<file path="config.mk">
export PLATFORM = sky130hd
export DESIGN_NAME = crossy_lane_engine
export DESIGN_NICKNAME = d
export VERILOG_FILES = /design/src/rtl/crossy_lane_engine.sv
export SDC_FILE = /design/constraint.sdc
export NUM_CORES = 1
export LEC_CHECK = 0
export CAP_MARGIN = 20
export CORE_MARGIN = 2
export CORE_UTILIZATION = 40
export DETAILED_ROUTE_END_ITERATION = 8
export PLACE_DENSITY = 0.63
export SYNTH_ARGS = -nofsm -noshare
export SYNTH_HDL_FRONTEND = slang
export SYNTH_SLANG_ARGS = --single-unit
</file>
<file path="constraint.sdc">
create_clock -name i_clk -period 4.3 [get_ports i_clk]
set_input_delay 0.645 -clock i_clk [delete_from_list [all_inputs] [get_ports i_clk]]
set_output_delay 0.645 -clock i_clk [all_outputs]
set_load 0.1 [all_outputs]
</file>
<file path="src/rtl/crossy_lane_engine.sv">
// crossy_lane_engine: multi-lane scrolling obstacle playfield with hop scroll,
// per-frame latched collision and an IDLE/PLAY/DEAD game FSM.
module crossy_lane_engine #(
    parameter int NUM_LANES   = 4,
    parameter int LANE_TOP    = 40,
    parameter int LANE_H      = 100,
    parameter int OB_W        = 180,
    parameter int X_STAGGER   = 160,
    parameter int SCREEN_W    = 640,
    parameter int CHICKEN_X   = 310,
    parameter int CHICKEN_Y   = 390,
    parameter int CHICKEN_W   = 30,
    parameter int CHICKEN_H   = 40,
    parameter int BASE_SPEED  = 1,
    parameter int MAX_LEVEL   = 4,
    parameter int DEAD_FRAMES = 60,
    parameter int TICK_LINE   = 480
) (
    input  logic       i_clk,
    input  logic       i_rst_n,
    input  logic [9:0] i_hpos,
    input  logic [9:0] i_vpos,
    input  logic       i_display_on,
    input  logic       i_move_btn,
    output logic [2:0] o_rgb,
    output logic [6:0] o_score,
    output logic       o_game_over,
    output logic [1:0] o_state
);
    localparam logic [1:0] IDLE = 2'd0, PLAY = 2'd1, DEAD = 2'd2;
    logic [1:0] state, state_nx;
    logic [9:0] lane_x [NUM_LANES];
    logic [9:0] lane_mv [NUM_LANES];
    logic [NUM_LANES-1:0] obs_v;
    logic [15:0] lfsr;
    logic [6:0] score;
    logic [7:0] frame_cnt;
    logic [2:0] btn_s;
    logic [3:0] lvl;
    logic [9:0] seed_x;
    logic hit, hop_req, tick, btn_edge, hop, move, chick, obs, dead_done;
    always_comb begin
        tick = i_hpos == 10'd0 && i_vpos == 10'(TICK_LINE);
        btn_edge = btn_s[1] & ~btn_s[2];
        lvl = score[6:3] > 4'(MAX_LEVEL) ? 4'(MAX_LEVEL) : score[6:3];
        hop = state == PLAY && hop_req && !hit;
        move = state != DEAD && !hop;
        dead_done = frame_cnt == 8'(DEAD_FRAMES - 1);
        seed_x = lfsr[9:0] >= 10'(SCREEN_W) ? lfsr[9:0] - 10'(SCREEN_W) : lfsr[9:0];
        chick = i_hpos >= 10'(CHICKEN_X) && i_hpos < 10'(CHICKEN_X + CHICKEN_W) &&
                i_vpos >= 10'(CHICKEN_Y) && i_vpos < 10'(CHICKEN_Y + CHICKEN_H);
        obs = |obs_v;
    end
    // Speed and direction belong to the lane index; obstacles only carry x.
    for (genvar k = 0; k < NUM_LANES; k++) begin : g_lane
        logic [10:0] sp, fwd, bwd;
        logic [11:0] dd, d;
        assign sp = 11'(BASE_SPEED + k % 3) + 11'(lvl);
        assign fwd = {1'b0, lane_x[k]} + sp;
        assign bwd = {1'b0, lane_x[k]} - sp;
        assign lane_mv[k] = k % 2 == 0 ? 10'(fwd >= 11'(SCREEN_W) ? fwd - 11'(SCREEN_W) : fwd)
                                       : 10'(bwd[10] ? bwd + 11'(SCREEN_W) : bwd);
        assign dd = {2'b0, i_hpos} + 12'(SCREEN_W) - {2'b0, lane_x[k]};
        assign d = dd >= 12'(2 * SCREEN_W) ? dd - 12'(2 * SCREEN_W) :
                   dd >= 12'(SCREEN_W) ? dd - 12'(SCREEN_W) : dd;
        assign obs_v[k] = i_vpos >= 10'(LANE_TOP + k * LANE_H + 10) &&
                          i_vpos < 10'(LANE_TOP + (k + 1) * LANE_H - 10) && d < 12'(OB_W);
    end
    always_ff @(posedge i_clk or negedge i_rst_n) begin
        if (!i_rst_n) state <= IDLE;
        else state <= state_nx;
    end
    always_comb begin
        state_nx = !tick ? state :
                   state == IDLE ? (hop_req ? PLAY : IDLE) :
                   state == PLAY ? (hit ? DEAD : PLAY) :
                   (dead_done ? IDLE : DEAD);
    end
    always_comb begin
        o_state = state;
        o_game_over = state == DEAD;
        o_score = score;
    end
    // In IDLE the pending request doubles as the start request.
    always_ff @(posedge i_clk or negedge i_rst_n) begin
        if (!i_rst_n) begin
            for (int i = 0; i < NUM_LANES; i++) lane_x[i] <= 10'((i * X_STAGGER) % SCREEN_W);
            lfsr <= 16'hACE1;
            score <= 7'd0;
            frame_cnt <= 8'd0;
            hit <= 1'b0;
            hop_req <= 1'b0;
            btn_s <= 3'd0;
            o_rgb <= 3'd0;
        end else begin
            btn_s <= {btn_s[1:0], i_move_btn};
            hop_req <= !tick && (hop_req || (btn_edge && state != DEAD));
            hit <= !tick && (hit || (state == PLAY && i_display_on && chick && obs));
            o_rgb <= !i_display_on ? 3'b000 :
                     (chick && !(state == DEAD && frame_cnt[3])) ? 3'b010 :
                     obs ? 3'b001 : 3'b100;
            if (tick) begin
                score <= (state == IDLE && hop_req) ? 7'd0 :
                         hop ? (score == 7'd99 ? score : score + 7'd1) : score;
                frame_cnt <= (state == DEAD && !dead_done) ? frame_cnt + 8'd1 : 8'd0;
                if (hop) begin
                    lfsr <= {lfsr[14:0], lfsr[15] ^ lfsr[13] ^ lfsr[12] ^ lfsr[10]};
                    lane_x[0] <= seed_x;
                    for (int i = 1; i < NUM_LANES; i++) lane_x[i] <= lane_x[i-1];
                end else if (move) begin
                    for (int i = 0; i < NUM_LANES; i++) lane_x[i] <= lane_mv[i];
                end
            end
        end
    end
endmodule

</file>
# ---- Yosys cells after proc, flatten, opt, wreduce, memory -nomap -nowiden
# Index checks and enable logic that the tools add are counted.
dict set report op_classes {
  n_lt_le_gt_ge 27
  reduce_logical 40
  n_mux 28
  bitwise 5
  eq_ne 7
  n_addsub 27
}
# operator n
set ops {}
lappend ops {{2-to-1 mux 12 bit} 8}
lappend ops {{2-to-1 mux 40 bit} 2}
lappend ops {{2-to-1 mux 10 bit} 5}
lappend ops {{>= comparator 12 x 10 -> 1 bit, second input constant} 4}
lappend ops {{>= comparator 12 x 11 -> 1 bit, second input constant} 4}
lappend ops {{< comparator 12 x 8 -> 1 bit, second input constant} 4}
lappend ops {{subtractor 12 x 10 -> 12 bit, second input constant} 4}
lappend ops {{subtractor 12 x 11 -> 12 bit, second input constant} 4}
lappend ops {{subtractor 12 x 10 -> 12 bit} 3}
lappend ops {{>= comparator 10 x 9 -> 1 bit, second input constant} 3}
lappend ops {{< comparator 10 x 9 -> 1 bit, second input constant} 3}
lappend ops {{subtractor 10 bit, second input constant} 3}
lappend ops {{logical AND 1 bit} 25}
lappend ops {{adder 10 x 5 -> 11 bit} 2}
lappend ops {{>= comparator 11 x 10 -> 1 bit, second input constant} 2}
lappend ops {{subtractor 10 x 5 -> 11 bit} 2}
lappend ops {{2-to-1 mux 7 bit} 3}
lappend ops {{adder 10 bit, second input constant} 2}
lappend ops {{>= comparator 10 x 8 -> 1 bit, second input constant} 2}
lappend ops {{< comparator 10 x 8 -> 1 bit, second input constant} 2}
lappend ops {{subtractor 11 x 10 -> 12 bit} 1}
lappend ops {{adder 10 x 10 -> 11 bit, second input constant} 1}
lappend ops {{adder 2 x 4 -> 5 bit, first input constant} 2}
lappend ops {{== test 10 x 9 -> 1 bit, second input constant} 1}
lappend ops {{other kinds (27)} 42}
dict set report totals {
  input_bits 24
  word_cells 146
  regBits 81
}

# ---- Depth between registers and ports, before layout
# Gate-level depths: netlist of the first run.
dict set report logic_depth {
  word_depth 11
  mapped_depth 20
  mapped_depth_nobuf 20
}

# ---- Least setup slack after synthesis of the first run
# OpenSTA, ideal clock, no wires.
dict set report synth_path {
  path_kind {register -> register}
  startpoint {reg score[5] (netlist: o_score[5])}
  endpoint {reg lane_x[39] (netlist name)}
  path_slack_ns 0.037
  synth_period_minus_slack_ns 4.263
  path_stages_with_launch 18
  arrival_time_ns 4.180
  required_time_ns 4.217
  cell_sequence {dfrtp_1 > nor2_1 > nand2_1 > inv_1 > ha_1 > fa_1 > a21o_1 > a21oi_1 > nor2b_1 > o21ai_1 > nor3_1 > xnor2_1 > ha_1 > nor3_1 > a21oi_1 > o221a_2 > a211o_1 > o21ai_0}
}
dict set report synth_between {
  elab_chain_cells 8
  elab_cells_between_ends 9
}
# item line_no
set synth_lines {}
lappend synth_lines {{start: declaration} 36} ;# logic [6:0] score;
lappend synth_lines {{start signal: assignment} 103} ;# score <= (state == IDLE && hop_req) ? 7'd0 :
lappend synth_lines {{greater-than comparator 4 x 3 -> 1 bit} 45} ;# lvl = score[6:3] > 4'(MAX_LEVEL) ? 4'(MAX_LEVEL) : score[6:3];
lappend synth_lines {{2-to-1 mux 4 bit (*)} 45}
lappend synth_lines {{adder 1 x 4 -> 5 bit (*)} 58} ;# assign sp = 11'(BASE_SPEED + k % 3) + 11'(lvl);
lappend synth_lines {{adder 10 x 5 -> 11 bit (*)} 59} ;# assign fwd = {1'b0, lane_x[k]} + sp;
lappend synth_lines {{subtractor 10 bit / >= comparator 11 x 10 -> 1 bit (equally long branches)} 61} ;# assign lane_mv[k] = k % 2 == 0 ? 10'(fwd >= 11'(SCREEN_W) ? fwd - 11'(SCREEN_W) : fwd)
lappend synth_lines {{2-to-1 mux 10 bit (*)} 61}
lappend synth_lines {{2-to-1 mux 40 bit (*)} 110} ;# end else if (move) begin
lappend synth_lines {{2-to-1 mux 40 bit (*)} 106} ;# if (hop) begin
lappend synth_lines {{end: declaration} 32} ;# logic [9:0] lane_x [NUM_LANES];
# Mark *: on every way between the ends. The rest lies on a longest branch, timed or not. The select of a mux whose other input is x is not followed.
# A chain may end at the register's enable or synchronous reset.

# ---- Worst setup path in the final report of the first run
dict set report layout_path {
  startpoint {in i_hpos[0]}
  endpoint {reg o_rgb[2]}
}
dict set report layout_between {
  elab_chain_cells 11
  elab_cells_between_ends 47
}
# item line_no
set layout_lines {}
lappend layout_lines {{start: declaration} 21} ;# input logic [9:0] i_hpos,
lappend layout_lines {{adder 10 x 10 -> 11 bit} 63} ;# assign dd = {2'b0, i_hpos} + 12'(SCREEN_W) - {2'b0, lane_x[k]};
lappend layout_lines {{subtractor 12 x 10 -> 12 bit / subtractor 11 x 10 -> 12 bit (equally long branches)} 63}
lappend layout_lines {{subtractor 12 x 10 -> 12 bit / >= comparator 12 x 10 -> 1 bit (equally long branches)} 65} ;# dd >= 12'(SCREEN_W) ? dd - 12'(SCREEN_W) : dd;
lappend layout_lines {{2-to-1 mux 12 bit} 65}
lappend layout_lines {{2-to-1 mux 12 bit} 64} ;# assign d = dd >= 12'(2 * SCREEN_W) ? dd - 12'(2 * SCREEN_W) :
lappend layout_lines {{< comparator 12 x 8 -> 1 bit} 67} ;# i_vpos < 10'(LANE_TOP + (k + 1) * LANE_H - 10) && d < 12'(OB_W);
lappend layout_lines {{logical AND 1 bit} 67}
lappend layout_lines {{OR reduction 4 bit} 52} ;# obs = |obs_v;
lappend layout_lines {{2-to-1 mux 3 bit} 101} ;# obs ? 3'b001 : 3'b100;
lappend layout_lines {{2-to-1 mux 3 bit (*)} 100} ;# (chick && !(state == DEAD && frame_cnt[3])) ? 3'b010 :
lappend layout_lines {{2-to-1 mux 3 bit (*)} 99} ;# o_rgb <= !i_display_on ? 3'b000 :
lappend layout_lines {{end signal: assignment} 99}
lappend layout_lines {{end: declaration} 25} ;# output logic [2:0] o_rgb,
# Mark *: on every way between the ends. The rest lies on a longest branch, timed or not.

==> impl_results.md, run 1 <==
- Period utilization: 0.957
- CP max stage delay: 510 ps
- Final total power: 0.00225 W
- Initial Utilization: 0.410
- Most numerous cell in the Yosys netlist: nand2_1
- # nets final: 1,330
- Critical path class: in2reg
- ANT cells: 0
- Core Area: 21,200 um2
- Largest net degree at the start of global routing: 53
- Gr usage total: 0.220
- Startpoint types: primary input
- CP Cell Sequence: clkdlybuf4s50_1 -> inv_1 -> ha_1 -> fa_2 -> and2b_4 -> o2111ai_2 -> and4b_1 -> o22ai_2 -> inv_2 -> ha_1 -> nor2_1 -> or4b_1 -> a41oi_1 -> a211oi_1 -> o2111a_1 -> nor4_4 -> and3_1
- Internal power: 0.00153 W
- Slowest CP cell: clkdlybuf4s50_1
- Area share of the largest cell type after synthesis: 0.187
- Gp weighted congestion: 0.892
- Switching power: 0.000724 W
- WP data required: 4600 ps
- Synthesized cell area: 8680 um2
- CP arrival: 4420 ps
- Leak: 4.48 nW
- Final worst slack: 184 ps
- Syn avg cell area: 7.80 um2
- Die ar.: 22,900 um2
- Post-DP HPWL: 19.2 mm
- Most used cell, CP: ha_1
- Num CTS Buffers: 9
- Status: finished, final reports clean
- Share of cells above drive strength 1: 0.143
- Skew-Pair Late Insertion Delay: 360 ps
- Drt via density: 5.58
- Die Wd: 151 um
- Vias: 8,343
- Final setup viols: 0
- Number of synthesized flops with an enable pin: 0
- Nature of the critical path endpoint: register
- Detailed-route DRC error count: 0
- CTS tree: yes
- Vias in the first global route: 7,936
- Area Overhead vs Synth: 17.8%
- R2R cell count: 17
- Setup Buffers After CTS: 0
- Row Count: 53
- CP max FO: 5
- Die height: 151 um
- Leading area contributor after synthesis: dfrtp_1
- Seq/Total Area, Yosys: 0.236
- Post-synthesis cell type count: 101
- Sw Ratio: 0.322
- Asr flop ratio synth: 1.00
- Initial antenna violation count: 0
- Worst slew pin tran: 1020 ps
- Buffers on Ports: 36
- DR iter-0 viols: 498
- Num ports: 37
- Reg power frac: 0.341
- PwrDens: 220 nW/um2
- Max-slew headroom: 0.315
- Drt wl/cell: 16.3 um
- Crit path buffers/inverters: 3
- Clk pwr share: 0.363
- First-pass GRT wire length: 39.7 mm
- Achievable frequency: 0.243 GHz
- Ys flop type: dfrtp_1
- Synth top cells by count: nand2_1 (122), inv_1 (93), nor2_1 (90)
- Beginning of the worst register-to-register path: o_score[5]
- Post-Synthesis Cells: 1,112
- Clock Sink Count: 81
- H-tree lvl count: 3
- Max Slew Vio Count: 0
- Antenna viol nets, final: 0
- CTS max path bufs: 2
- CTS root buffer: clkbuf_16
- GRT Residual Overflow: 0
- CP top delay family: simple AND/OR/NAND/NOR gates
- WL final: 24.3 mm
- Worst slack at placement: -279 ps
- Synth Warn #: 0
- Combinational share of power: 0.296
- Post-layout min period: 4120 ps
- Clock Skew: 11.0 ps
- Flop-to-flop setup slack: 340 ps
- VDD IR-drop max: 0.000176 V
- #FFs+latches synth: 81
- Reg2reg end: lane_x[17]
- Largest cells by area after synthesis: dfrtp_1 (19%), ha_1 (12%), nand2_1 (5.3%)
- Max-Cap Viols: 0
- Final hold vios: 0
- RSZ-0062 raised after global routing: no
- Min-delay worst type: in2async
- First-pass DRT Iterations: 5
- Clock slew seen by the registers of the worst setup and hold paths: 70 ps
sequential cells by signal, indices dropped and copies added (netlist names):
register,cells
hop_req,1
frame_cnt,8
hit,1
lfsr,16
lane_x,40
o_rgb,3
btn_s,3
o_score,7
o_state,2
metal layers:
layer  vias up  GRT usage  routed length [um]
met1      3948      0.295               11800
met5         -          0                   0
met3        33     0.0232                 652
met2       140      0.366               11200
li1       4222          -                   -
met4         0     0.0780                 619
power by group through the flow:
| stage | clock network [W] | logic [W] | registers, W |
|---|---|---|---|
| after floorplan | 0 | 0.000411 | 0.000797 |
| after global placement | 0 | 0.000657 | 0.000782 |
| after detailed placement | 0 | 0.000657 | 0.000781 |
| after CTS | 0.000840 | 0.000660 | 0.000767 |
| after global routing | 0.000866 | 0.000733 | 0.000767 |
| final | 0.000818 | 0.000665 | 0.000768 |
stage by stage:
step | hold slack (ps) | std cells | cell area, um2 | TNS, ps | utilization
floorplan | 331 | 1116 | 8690 | 0 | -
finish | 317 | 1495 | 10200 | 0 | 0.483
detailed placement | 341 | 1479 | 9890 | -619 | 0.468
global route | 380 | 1495 | 10200 | 0 | 0.483
global placement | 339 | 1479 | 9890 | -509 | 0.468
CTS | 339 | 1495 | 10200 | 0 | 0.482
cells by family (layout without fill, tap and decap cells):
group / count (synthesis) / count (layout) / share of synthesized area
AOI/OAI and AO/OA: 339 / 339 / 0.261
adders and majority gates: 91 / 91 / 0.138
and+or+nand+nor: 393 / 393 / 0.220
other: 2 / 6 / 0.000865
buffers and inverters: 127 / 231 / 0.0568
DFF: 81 / 81 / 0.236
muxes: 23 / 23 / 0.0270
xor gates and xnor gates: 56 / 56 / 0.0600
layout by cell type (no fill, tap or decap), drive strengths merged, types with 26 or more instances in the layout:
cell type	instances
a21oi	93
buf	84
clkdlybuf4s50	35
dfrtp	65
ha	83
inv	98
nand2	122
nand3	26
nor2	90
nor3	40
o21ai	87
xnor2	38
timing repair:
item                                    in CTS  in global routing
resized for setup                            0                  3
endpoints found under the setup margin       0                  3
hold buffers                                 0                  0
worst max-delay path by stage:
stage                     from          to  slack, ps  cells after the start
floorplan           o_score[5]  lane_x[39]         40                     17
global placement     i_hpos[0]    o_rgb[2]       -240                     17
global route         i_hpos[0]    o_rgb[2]         20                     17
CTS                  i_hpos[0]    o_rgb[2]         80                     17
detailed placement   i_hpos[0]    o_rgb[2]       -280                     17
finish               i_hpos[0]    o_rgb[2]        180                     17
final cells by class:
type | count | area [um2]
fill | 2104 | 10900
multi-input combinational | 908 | 6180
sequential | 81 | 2050
timing repair buffer | 119 | 981
inverter | 96 | 360
tap | 275 | 344
clock buffer | 9 | 225
clock inverter | 7 | 87.6
Power figures use the tool's default switching activity.
==> run 2: changes to the inputs <==
- CORE_MARGIN: 2 -> 4
- REMOVE_ABC_BUFFERS: not set -> 1
==> run 2 against run 1 <==
  * Maximum frequency grew 0.64%
  * Clock skew down 3.6 ps
  * Register-to-register slack is essentially flat
  * First-iteration DRC count increased by 4.6%
  * Non-clock buffer count up 4
  * Critical path depth unchanged
  * Wire length grew 1.4%
  * Die area up 5.4%
  * Critical endpoint unchanged
  * Highest routed layer unchanged
==> impl_results.md, run 2 (synthesis gave the netlist of run 1 again) <==
- Status: finished, final reports clean
- Gr usage total: 0.208 (-0.0119)
- Skew-Pair Late Insertion Delay: 350 ps (about the same)
- WL final: 24.7 mm (+1.4%)
- GRT Residual Overflow: 0 (unchanged)
- Final setup viols: 0 (unchanged)
- Die ar.: 24,100 um2 (+5.4%)
- Core Area: 21,200 um2 (unchanged)
- Antenna viol nets, final: 0 (unchanged)
- Num CTS Buffers: 9 (unchanged)
- VDD IR-drop max: 0.000187 V (+6.1%)
- Beginning of the worst register-to-register path: o_score[5]
- Share of cells above drive strength 1: 0.142 (-0.000466)
- Nature of the critical path endpoint: register
- Row Count: 53 (unchanged)
- Post-cts gate resize count: 0 (unchanged)
- Initial Utilization: 0.410 (unchanged)
- Clock slew seen by the registers of the worst setup and hold paths: 60 ps (about the same)
- Min Hold Slack: 349 ps (+32.1 ps)
- Final hold vios: 0 (unchanged)
- Most frequent cells in the layout: nand2_1 (122), inv_1 (93), a21oi_1 (89)
- R2R cell count: 17 (unchanged)
- Flop-to-flop setup slack: 350 ps (about the same)
- Initial antenna violation count: 0 (unchanged)
- Max-slew headroom: 0.319 (+0.00423)
- Placed Area: 9920 um2 (+0.30%)
- Reg2reg end: lane_x[17]
- Max Slew Vio Count: 0 (unchanged)
- Worst slew pin tran: 1020 ps (-6.32 ps)
- CP arrival: 4380 ps (-40 ps)
- CTS root buffer: clkbuf_16
- Final total power: 0.00228 W (+1.2%)
- PwrDens: 222 nW/um2 (+1.1%)
- H-tree lvl count: 3 (unchanged)
- Worst Hold Endpoint: btn_s[1]
- Min-delay worst type: reg2reg
- WP data required: 4590 ps (about the same)
- Vias: 8,406 (+0.76%)
- Die Wd: 155 um (+2.6%)
- ANT cells: 0 (unchanged)
- Post-DP HPWL: 19.3 mm (+0.49%)
- Critical path class: in2reg
- Number of fillers in the final layout: 2,047 (-2.7%)
- Post-layout min period: 4090 ps (-26.1 ps)
- Hold Path Stages: 0
- Achievable frequency: 0.245 GHz (+0.64%)
- Drt wl/cell: 16.5 um (+1.1%)
- CP max FO: 3 (-2)
- # nets final: 1,334 (+0.30%)
- Largest net degree at the start of global routing: 59 (+11%)
- Top reg by flops: lane_x
- Gp weighted congestion: 0.929 (+4.3%)
- Area Overhead vs Synth: 18.0%
- Clock Skew: 7.37 ps (-3.58 ps)
- CTS tree: yes
- Drt via density: 5.61 (+0.49%)
- Clock Sink Count: 81 (unchanged)
- First-pass DRT Iterations: 5 (unchanged)
- Largest register FFs: 40 (unchanged)
- Hold Startpoint: btn_s[0]
- Detailed-route DRC error count: 0 (unchanged)
- CP startpoint: i_hpos[0]
- RSZ-0062 raised after global routing: no
- Leak: 4.50 nW (+0.26%)
- Commonest non-fill, non-tap cell in the layout: nand2_1
- Fin cells: 1,499 (+0.27%)
- Hold_buf cts: 0 (unchanged)
- Startpoint types: primary input
- Max-Cap Viols: 0 (unchanged)
- Setup Buffers After CTS: 0 (unchanged)
- Die height: 155 um (+2.6%)
- DR iter-0 viols: 521 (+4.6%)
- Top flop regs: lane_x x40, lfsr x16, frame_cnt x8
- First-pass GRT wire length: 41.4 mm (+4.3%)
- Vias in the first global route: 8,208 (+3.4%)
- CTS max path bufs: 2 (unchanged)
- Placed Cells incl. Taps: 1,483 (+0.27%)
- Num ports: 37 (unchanged)
- Period utilization: 0.951 (-0.00608)
- Buffers on Ports: 36 (unchanged)
- Fin area: 10,200 um2 (+0.15%)
run 2: cell types whose count changed in the layout (fill, tap and decap cells not counted), sizes merged:
cell,change
inv,-2
buf,+4
clkinvlp,+1
clkbuf,+3
bufinv,+1
clkinv,-3
run 2: worst max-delay path: stages:
cell and delay (ps):
clkdlybuf4s50_1 500, inv_1 80, ha_1 230, fa_1 410
and2b_4 270, o2111ai_1 130, and4b_1 250, o22ai_2 170
inv_2 50, ha_1 190, nor2_1 90, or4b_1 430
a41oi_1 230, a211oi_1 70, o2111a_1 270, nor4_2 180
and3_1 180
run 2: worst max-delay path by stage:
stage                            end  cells past startpoint
final                       o_rgb[2]                     17
after global routing        o_rgb[2]                     17
after CTS                   o_rgb[2]                     17
after detailed placement    o_rgb[2]                     17
after global placement      o_rgb[2]                     17
after floorplan           lane_x[39]                     17
run 2: per-layer routing:
layer / vias to the layer above / share of wire / global-route usage / wire (um)
met1: 3972 / 0.46 / 0.276 / 11400
met3: 35 / 0.037 / 0.0278 / 922
met5: - / 0 / 0 / 0
met2: 179 / 0.48 / 0.357 / 11900
li1: 4220 / - / - / -
met4: 0 / 0.022 / 0.0546 / 543
run 2: power by group:
group | total [W] | internal [W] | leakage (nW) | switching, W
Combinational | 0.000667 | 0.000295 | 3.38 | 0.000372
Sequential | 0.000768 | 0.000766 | 0.971 | 0.00000159
Clock | 0.000843 | 0.000512 | 0.147 | 0.000331
run 2: per-stage QoR:
step | TNS, ps | worst slack, ps | utilization
finish | 0 | 210 | 0.484
floorplan | 0 | 25.0 | -
global route | 0 | 27.8 | 0.484
detailed placement | -352 | -180 | 0.469
CTS | 0 | 159 | 0.484
global placement | -284 | -159 | 0.469
run 2: final cells by class:
class	count	area (um2)	share of cell area
multi-input combinational	908	6160	0.602
clock buffer	12	236	0.0231
inverter	96	360	0.0352
timing repair buffer	123	1010	0.0988
sequential	81	2050	0.200
clock inverter	4	76.3	0.00746
tap	275	344	0.0336
